`config.mk`:
```
export PLATFORM = sky130hd
export DESIGN_NAME = cordic_vectoring
export DESIGN_NICKNAME = d
export VERILOG_FILES = /design/src/rtl/cordic_pkg.sv /design/src/rtl/cordic_vec_prerot.sv /design/src/rtl/cordic_vectoring.sv
export SDC_FILE = /design/constraint.sdc
export NUM_CORES = 1
export LEC_CHECK = 0
export ABC_AREA = 0
export ABC_CLOCK_PERIOD_IN_PS = 5500
export CORE_ASPECT_RATIO = 2
export CORE_MARGIN = 5
export CORE_UTILIZATION = 60
export CTS_BUF_LIST = sky130_fd_sc_hd__clkbuf_8 sky130_fd_sc_hd__clkbuf_16
export DETAILED_ROUTE_END_ITERATION = 6
export DONT_BUFFER_PORTS = 1
export PLACE_DENSITY = 0.81
export SLEW_MARGIN = 10
export SYNTH_ARGS = -nofsm -noshare
export SYNTH_HDL_FRONTEND = slang
export SYNTH_SLANG_ARGS = --single-unit
```
`constraint.sdc`:
```
create_clock -name clk -period 5.5 [get_ports clk]
set_input_delay 0.55 -clock clk [delete_from_list [all_inputs] [get_ports clk]]
set_output_delay 0.55 -clock clk [all_outputs]
set_load 0.05 [all_outputs]
```
`src/rtl/cordic_pkg.sv`:
```
// Shared types and constants for the CORDIC vectoring engine.
// The COMP state exists only when CORDIC_GAIN_COMP_EN is defined.
package cordic_pkg;

  localparam int unsigned ANGLE_W  = 18;
  localparam int unsigned ZW       = 19;
  localparam int unsigned ITER_MAX = 18;

  localparam logic signed [ZW-1:0] PI_HALF = 19'sh19220;

  typedef enum logic [1:0] {
    S_IDLE = 2'd0,
    S_ITER = 2'd1,
`ifdef CORDIC_GAIN_COMP_EN
    S_COMP = 2'd2,
`endif
    S_OUT  = 2'd3
  } state_t;

  // 1/K ~= 2^-1 + 2^-3 - 2^-6 - 2^-9 - 2^-13 (0.607300)
  function automatic logic signed [31:0] inv_gain(input logic signed [31:0] v);
    return (v >>> 1) + (v >>> 3) - (v >>> 6) - (v >>> 9) - (v >>> 13);
  endfunction

endpackage

```
`src/rtl/cordic_vec_prerot.sv`:
```
// Quadrant pre-rotation: folds (x, y) into the right half-plane so the
// micro-rotations only have to cover +-pi/2.
module cordic_vec_prerot
  import cordic_pkg::*;
#(
  parameter int unsigned W = 20
) (
  input  logic [ANGLE_W-1:0]   i_x,
  input  logic [ANGLE_W-1:0]   i_y,
  output logic signed [W-1:0]  o_x,
  output logic signed [W-1:0]  o_y,
  output logic signed [ZW-1:0] o_z,
  output logic                 o_zero
);

  logic signed [W-1:0] w_x;
  logic signed [W-1:0] w_y;

  assign w_x    = {{(W-ANGLE_W){i_x[ANGLE_W-1]}}, i_x};
  assign w_y    = {{(W-ANGLE_W){i_y[ANGLE_W-1]}}, i_y};
  assign o_zero = (i_x == '0) && (i_y == '0);

  always_comb begin
    o_x = w_x;
    o_y = w_y;
    o_z = '0;
    if (w_x[W-1]) begin
      if (!w_y[W-1]) begin
        o_x = w_y;
        o_y = -w_x;
        o_z = PI_HALF;
      end else begin
        o_x = -w_y;
        o_y = w_x;
        o_z = -PI_HALF;
      end
    end
  end

endmodule

```
`src/rtl/cordic_vectoring.sv`:
```
// Iterative vectoring-mode CORDIC: (x, y) -> atan2 angle and magnitude.
// Define CORDIC_GAIN_COMP_EN to add a 1/K gain-compensation cycle.
module cordic_vectoring
  import cordic_pkg::*;
#(
  parameter int unsigned ITER = 16,
  parameter int unsigned W    = 20
) (
  input  logic               clk,
  input  logic               rst_n,
  input  logic               start,
  input  logic [ANGLE_W-1:0] x_in,
  input  logic [ANGLE_W-1:0] y_in,
  output logic               ready,
  output logic               valid,
  output logic [ZW-1:0]      angle_out,
  output logic [19:0]        mag_out,
  output logic [4:0]         lut_index,
  input  logic [ANGLE_W-1:0] lut_angle
);

  state_t              r_state;
  state_t              w_state_nxt;
  logic signed [W-1:0]  r_x;
  logic signed [W-1:0]  r_y;
  logic signed [ZW-1:0] r_z;
  logic [4:0]           r_i;
  logic                 r_zero;
  logic                 r_valid;
  logic [ZW-1:0]        r_angle;
  logic [19:0]          r_mag;

  logic signed [W-1:0]  w_x_pre;
  logic signed [W-1:0]  w_y_pre;
  logic signed [ZW-1:0] w_z_pre;
  logic                 w_zero;
  logic signed [ZW-1:0] w_a;
  logic                 w_last;

  cordic_vec_prerot #(.W(W)) u_prerot (
    .i_x    (x_in),
    .i_y    (y_in),
    .o_x    (w_x_pre),
    .o_y    (w_y_pre),
    .o_z    (w_z_pre),
    .o_zero (w_zero)
  );

  assign w_a    = {{(ZW-ANGLE_W){lut_angle[ANGLE_W-1]}}, lut_angle};
  assign w_last = (r_i == 5'(ITER - 1));

`ifdef CORDIC_GAIN_COMP_EN
  logic signed [W-1:0] w_x_comp;
  assign w_x_comp = W'(inv_gain(32'(r_x)));
`endif

  always_ff @(posedge clk or negedge rst_n) begin
    if (!rst_n) r_state <= S_IDLE;
    else        r_state <= w_state_nxt;
  end

  always_comb begin
    w_state_nxt = r_state;
    ready       = (r_state == S_IDLE);
    unique case (r_state)
      S_IDLE: if (start) w_state_nxt = S_ITER;
`ifdef CORDIC_GAIN_COMP_EN
      S_ITER: if (w_last) w_state_nxt = S_COMP;
      S_COMP: w_state_nxt = S_OUT;
`else
      S_ITER: if (w_last) w_state_nxt = S_OUT;
`endif
      S_OUT:  w_state_nxt = S_IDLE;
      default: w_state_nxt = S_IDLE;
    endcase
  end

  always_ff @(posedge clk or negedge rst_n) begin
    if (!rst_n) begin
      r_x     <= '0;
      r_y     <= '0;
      r_z     <= '0;
      r_i     <= '0;
      r_zero  <= 1'b0;
      r_valid <= 1'b0;
      r_angle <= '0;
      r_mag   <= '0;
    end else begin
      r_valid <= 1'b0;
      unique case (r_state)
        S_IDLE: begin
          if (start) begin
            r_x    <= w_x_pre;
            r_y    <= w_y_pre;
            r_z    <= w_z_pre;
            r_i    <= '0;
            r_zero <= w_zero;
          end
        end
        S_ITER: begin
          // Drive y toward zero; z accumulates the rotation actually applied.
          if (!r_y[W-1]) begin
            r_x <= r_x + (r_y >>> r_i);
            r_y <= r_y - (r_x >>> r_i);
            r_z <= r_z + w_a;
          end else begin
            r_x <= r_x - (r_y >>> r_i);
            r_y <= r_y + (r_x >>> r_i);
            r_z <= r_z - w_a;
          end
          if (!w_last) r_i <= r_i + 5'd1;
        end
`ifdef CORDIC_GAIN_COMP_EN
        S_COMP: r_x <= w_x_comp;
`endif
        S_OUT: begin
          r_valid <= 1'b1;
          r_angle <= r_zero ? '0 : r_z;
          r_mag   <= r_zero ? '0 : 20'(r_x);
        end
        default: ;
      endcase
    end
  end

  assign valid     = r_valid;
  assign angle_out = r_angle;
  assign mag_out   = r_mag;
  assign lut_index = r_i;

endmodule

```
# --- After elaboration in Yosys (flattened, before gate mapping) ---
# Cells that the tools add are included.
word_totals:
  inputBits: 57
  word_cells: 59
  ff_bits: 107
op_classes:
  n_eq_ne: 6
  muxes: 24
  reduce_logical: 9
  n_addsub: 9
  shift: 2
ops:
  columns: ["op", "count"]
  rows:
  - ["$mux 20", 9]
  - ["$mux 19", 5]
  - ["$pmux 20 s2", 2]
  - ["$add 20x20->20", 2]
  - ["$neg 18->20", 2]
  - ["$sshr 20x5->20", 2]
  - ["$sub 20x20->20", 2]
  - ["$pmux 19 s2", 1]
  - ["$logic_not 18->1", 2]
  - ["$add 19x18->19", 1]
  - ["$sub 19x18->19", 1]
  - ["$mux 5", 2]
  - ["$pmux 5 s2", 1]
  - ["$ne 2x2->1 const B", 3]
  - ["$reduce_and 2->1", 3]
  - ["$add 5x1->5 const B", 1]
  - ["$eq 5x4->1 const B", 1]
  - ["$mux 2", 2]
  - ["$pmux 2 s2", 1]
  - ["$reduce_and 3->1", 1]
  - ["$eq 2x1->1 const B", 1]
  - ["$eq 2x2->1 const B", 1]
  - ["$logic_not 2->1", 1]
  - ["$reduce_bool 2->1", 1]
  - ["other kinds (2)", 2]

# --- Logic depth before layout (Yosys ltp) ---
depth:
  word_depth: 5
  depth_mapped: 24
  ltp_nobuf: 20

# --- Cells and area by module ---
# A second synthesis with hierarchy kept.
hier_totals:
  hier_cells: 1540
  area_unflattened_um2: 12567.1
modules_own_cells:
  columns: ["mod", "cells_per_inst", "seq_area_each_um2", "area_each_um2", "n_inst"]
  rows:
  - ["cordic_vectoring", 1314, 2677.6, 11144.4, 1]
  - ["cordic_vec_prerot", 226, 0.0, 1422.6, 1]

# --- Worst setup path before layout ---
# OpenSTA, ideal clock, no wires.
synth_path:
  path_kind: "register to register"
  startpoint: "register r_i[2] (netlist: lut_index[2])"
  endpoint: "register r_y[18]"
  path_buffers: 4
  period_less_slack_ps: 5552
  required_ps: 5363
  t_arrival_ps: 5415
  path_slack_ps: -52
  stages_incl_launch_ff: 22
  path_cell_list: "dfrtp_1 buf_2 buf_1 clkbuf_1 buf_2 mux4_2 mux2i_1 mux2i_1 o2bb2ai_1 nor3b_1 a41oi_1 xnor2_1 ha_1 or3_1 o21bai_1 a31oi_1 o2111a_1 nor3_1 a2111oi_0 a21oi_1 xnor2_1 a21oi_1"
synth_between:
  elab_chain_cells: 4
  word_cells_on_any_way: 5
synth_lines:
  columns: ["element", "line", "source"]
  rows:
  - ["start: declaration", "cordic_vectoring.sv:27", "logic [4:0] r_i;"]
  - ["start signal: assignment", "cordic_vectoring.sv:111", "if (!w_last) r_i <= r_i + 5'd1;"]
  - ["$sshr 20x5->20 (*)", "cordic_vectoring.sv:104, cordic_vectoring.sv:108", null]
  - ["$sub 20x20->20 or $add 20x20->20 (tied branches)", "cordic_vectoring.sv:104, cordic_vectoring.sv:108", null]
  - ["$mux 20 (*)", "cordic_vectoring.sv:102", "if (!r_y[W-1]) begin"]
  - ["$pmux 20 s2 (*)", "cordic_vectoring.sv:90", "unique case (r_state)"]
  - ["end signal: assignment", "cordic_vectoring.sv:94", "r_y <= w_y_pre;"]
  - ["end signal: assignment", "cordic_vectoring.sv:104", "r_y <= r_y - (r_x >>> r_i);"]
  - ["end signal: assignment", "cordic_vectoring.sv:108", "r_y <= r_y + (r_x >>> r_i);"]
  - ["end: declaration", "cordic_vectoring.sv:25", "logic signed [W-1:0] r_y;"]
# Mark *: on every way between the ends. The rest lies on a longest branch, timed or not.
# A chain may end at the register's enable or synchronous reset.

# --- Final worst setup path ---
layout_path:
  startpoint: "register r_i[1] (netlist: lut_index[1])"
  endpoint: "register r_x[18]"
layout_between:
  elab_chain_cells: 4
  word_cells_on_any_way: 5
layout_lines:
  columns: ["element", "line", "source"]
  rows:
  - ["$sshr 20x5->20 (*)", "cordic_vectoring.sv:103, cordic_vectoring.sv:107", null]
  - ["$add 20x20->20 or $sub 20x20->20 (tied branches)", "cordic_vectoring.sv:103, cordic_vectoring.sv:107", null]
  - ["$mux 20 (*)", "cordic_vectoring.sv:102", null]
  - ["$pmux 20 s2 (*)", "cordic_vectoring.sv:90", null]
  - ["end signal: assignment", "cordic_vectoring.sv:93", "r_x <= w_x_pre;"]
  - ["end signal: assignment", "cordic_vectoring.sv:103", "r_x <= r_x + (r_y >>> r_i);"]
  - ["end signal: assignment", "cordic_vectoring.sv:107", "r_x <= r_x - (r_y >>> r_i);"]
  - ["end: declaration", "cordic_vectoring.sv:24", "logic signed [W-1:0] r_x;"]
# Marks and branches as above.

==> results.py <==
metrics = {
    "status": {
        "status": "completed",
    },
    "setup_path": {
        "critPathKind": "reg2reg",
        "cp.arrival_ns": 5.62,
        "worstPathMaxFanout": 4,
        "crit_buf_inv": 2,
        "slowest_stage": "or4_4",
        "end_kind": "register",
        "critical_path.top_delay_family": "compound AO/OA/AOI/OAI gates",
        "startpoint_type": "register",
        "path_cells": "buf_4 > buf_4 > mux4_2 > mux2i_2 > o21ai_1 > or4_4 > or4_4 > or3_1 > a21boi_0 > o22ai_1 > ha_1 > a21o_1 > a21o_1 > a21oi_1 > a2bb2oi_1 > o311ai_1 > a21o_1 > a21oi_1 > xor2_1 > o21ai_0",
        "slowest_delay_ns": 0.57,
        "crit_top_cell": "a21o_1",
        "crit_required_ns": 5.75,
    },
    "logic_synthesis": {
        "synth-edff-count": 0,
        "ys_ff_latch": 107,
        "synth_top_area_share_pct": 23.0,
        "async_reset_ff_share_pct": 100,
        "synth_cell_type_count": 82,
        "syn_area_mm2": 0.0116,
        "ys.flop_type": "dfrtp_1",
        "synth_common_cells": "nor2_1 (122), a21oi_1 (119), nand2_1 (118), o21ai_0 (110), dfrtp_1 (107)",
        "ys_warn_count": 0,
        "syn-num-nets": 1538,
        "synth_top_area_cell": "dfrtp_1",
        "synth_seq_area_share_pct": 23.0,
        "synthCells": 1411,
        "yosysMostFrequentCell": "nor2_1",
        "syn_area_per_cell_um2": 8.25,
        "ys_top_cells_by_area": "dfrtp_1 (23%), mux4_2 (7.5%), ha_1 (7.2%), a21oi_1 (5.1%), xnor2_1 (5.0%)",
    },
    "final_layout": {
        "drive_above_1_share_pct": 13.0,
        "num_antenna_cells": 0,
        "fin_nets": 1536,
        "area_growth_pct": 8.84,
        "final_cells": 1673,
    },
    "routing": {
        "maxUsedRoutingLayer": "met4",
        "firstDrtPassIters": 6,
        "drc": 0,
        "drt_iter0_markers": 823,
        "met2_length_mm": 20.0,
        "drt_wl_total_mm": 40.4,
        "wl_met3_mm": 2.76,
        "m1WireLength_mm": 13.0,
        "drtAntennaViolNets": 0,
        "via_per_inst": 6.97,
        "routedWlPerCell_um": 24.1,
        "dr_total_vias": 11700,
    },
    "timing": {
        "period_share_pct": 97.5,
        "rsz0062_at_grt": "yes",
        "slew_headroom_pct": 23.0,
        "finalHoldViolCount": 0,
        "finalSetupViolCount": 0,
        "skew_ns": 0.0150,
        "finalWorstPathRequiredPeriod_ns": 5.36,
        "fin_ws_ns": 0.136,
        "fmax_mhz": 186,
        "hold_slack_ns": 0.0714,
        "tightest_slew_ns": 1.16,
        "drv_slew": 0,
    },
    "floorplan": {
        "io_pins": 103,
        "die_h_um": 207,
        "rows": 72,
        "start_util_pct": 60.6,
        "core_area_mm2": 0.0192,
        "die_area_mm2": 0.0224,
        "die_w_um": 108,
    },
    "grt": {
        "antenna_found_initial": 0,
        "grtUsageTotal_pct": 36.4,
        "grt_pass1_vias": 11400,
        "grt_pass1_wl_mm": 62.5,
        "globalRoute.totalOverflow": 0,
        "grt_max_degree": 108,
    },
    "clocking": {
        "cts_sinks": 107,
        "clock_latency_ns": 0.38,
        "clk_pin_slew_ns": 0.09,
        "clk_path_buf_depth": 2,
        "cts_root_buf": "clkbuf_16",
        "cts_tree": "yes",
        "cts_max_level": 3,
        "numCtsBuffers": 9,
    },
    "placed_design": {
        "numPlacedInstances": 1645,
        "place.detailed.hpwl_mm": 30.4,
        "gp_congestion": 1.04,
        "portBuffers": 0,
        "pre_cts_ws_ns": -0.00859,
    },
    "flow_run": {
        "cap_viol_max_count": 0,
    },
    "worst_hold_path": {
        "hold_path_class": "in2async",
    },
}
## path summary, 6_finish.rpt
kind | startpoint | endpoint | slack, ns | cells after the start
max | lut_index[1] | r_x[18] | 0.14 | 20
min reg2reg | r_z[0] | r_z[0] | 0.55 | 2
min | rst_n | r_x[18] | 0.07 | 1
max in group asynchronous | rst_n | lut_index[2] | 4.89 | 1
max reg2reg | lut_index[1] | r_x[18] | 0.14 | 20
min in group clk | y_in[16] | r_zero | 0.39 | 3
## routing by layer
metal / GRT usage, % / vias up
met1: 37.8 / 5554
met3: 6.19 / 241
met4: 32.2 / 0
met5: 0 / -
met2: 61.9 / 629
li1: - / 5239
## stage by stage
step	area (µm²)	util, %	setup TNS [ns]
after global placement	12100	63.3	0
after global routing	12700	66.0	-0.180
after detailed placement	12100	63.3	-0.00859
after CTS	12500	65.0	0
final	12700	66.0	0
after floorplan	11600	-	0
## cell type report
type | instances | area (µm²)
inverter | 36 | 135
clock buffer | 9 | 225
tap | 259 | 324
timing repair buffer | 79 | 703
sequential | 107 | 2690
fill | 1605 | 6530
multi-input combinational | 1176 | 8510
clock inverter | 7 | 78.8
## registers in the layout (all words and copies together), names as in the netlist
register	count
r_z	19
r_state	2
valid	1
mag_out	20
r_zero	1
lut_index	5
r_x	20
angle_out	19
r_y	20
## logic make-up (layout without fill, tap and decap cells)
logic type	Yosys count	in the layout	share of synthesized area [%]
buf+inv	128	131	4.48
flops	107	107	23.0
simple gates	446	446	19.1
compound gates	461	461	25.0
fa+ha+maj	70	70	7.72
mux	89	89	12.3
xor+xnor	110	110	8.40
## worst reg2reg max path, delay by kind of cell, from the launching register on
| kind | cells | cell delay, ns |
|---|---|---|
| AO/OA/AOI/OAI | 11 | 1.80 |
| XOR/XNOR | 1 | 0.18 |
| adder cells (fa/ha/maj) | 1 | 0.30 |
| buffers and inverters | 2 | 0.29 |
| flip-flops | 1 | 0.48 |
| multiplexers | 2 | 0.69 |
| AND/OR/NAND/NOR | 3 | 1.52 |
## layout by cell type (no fill, tap or decap), types with 43 or more instances in the layout
master / Yosys / routed
nand2_1: 118 / 117
ha_1: 67 / 66
a211oi_1: 63 / 62
xnor2_1: 66 / 66
nor2_1: 122 / 121
a21oi_1: 119 / 119
xor2_1: 43 / 43
o21ai_0: 110 / 110
buf_4: 4 / 70
nand2b_1: 59 / 58
dfrtp_1: 107 / 103
## timing repair
action / in CTS / in global routing
hold endpoints to repair: 107 / 0
resized for setup: 1 / 18
setup buffers: 0 / 10
hold buffers: 1 / 0
cloned: 0 / 1
endpoints found under the setup margin: 2 / 15
pin swaps: 0 / 5
Power is not shown: default switching activity piles up to over one toggle a cycle in this logic, so the estimate is an artifact.
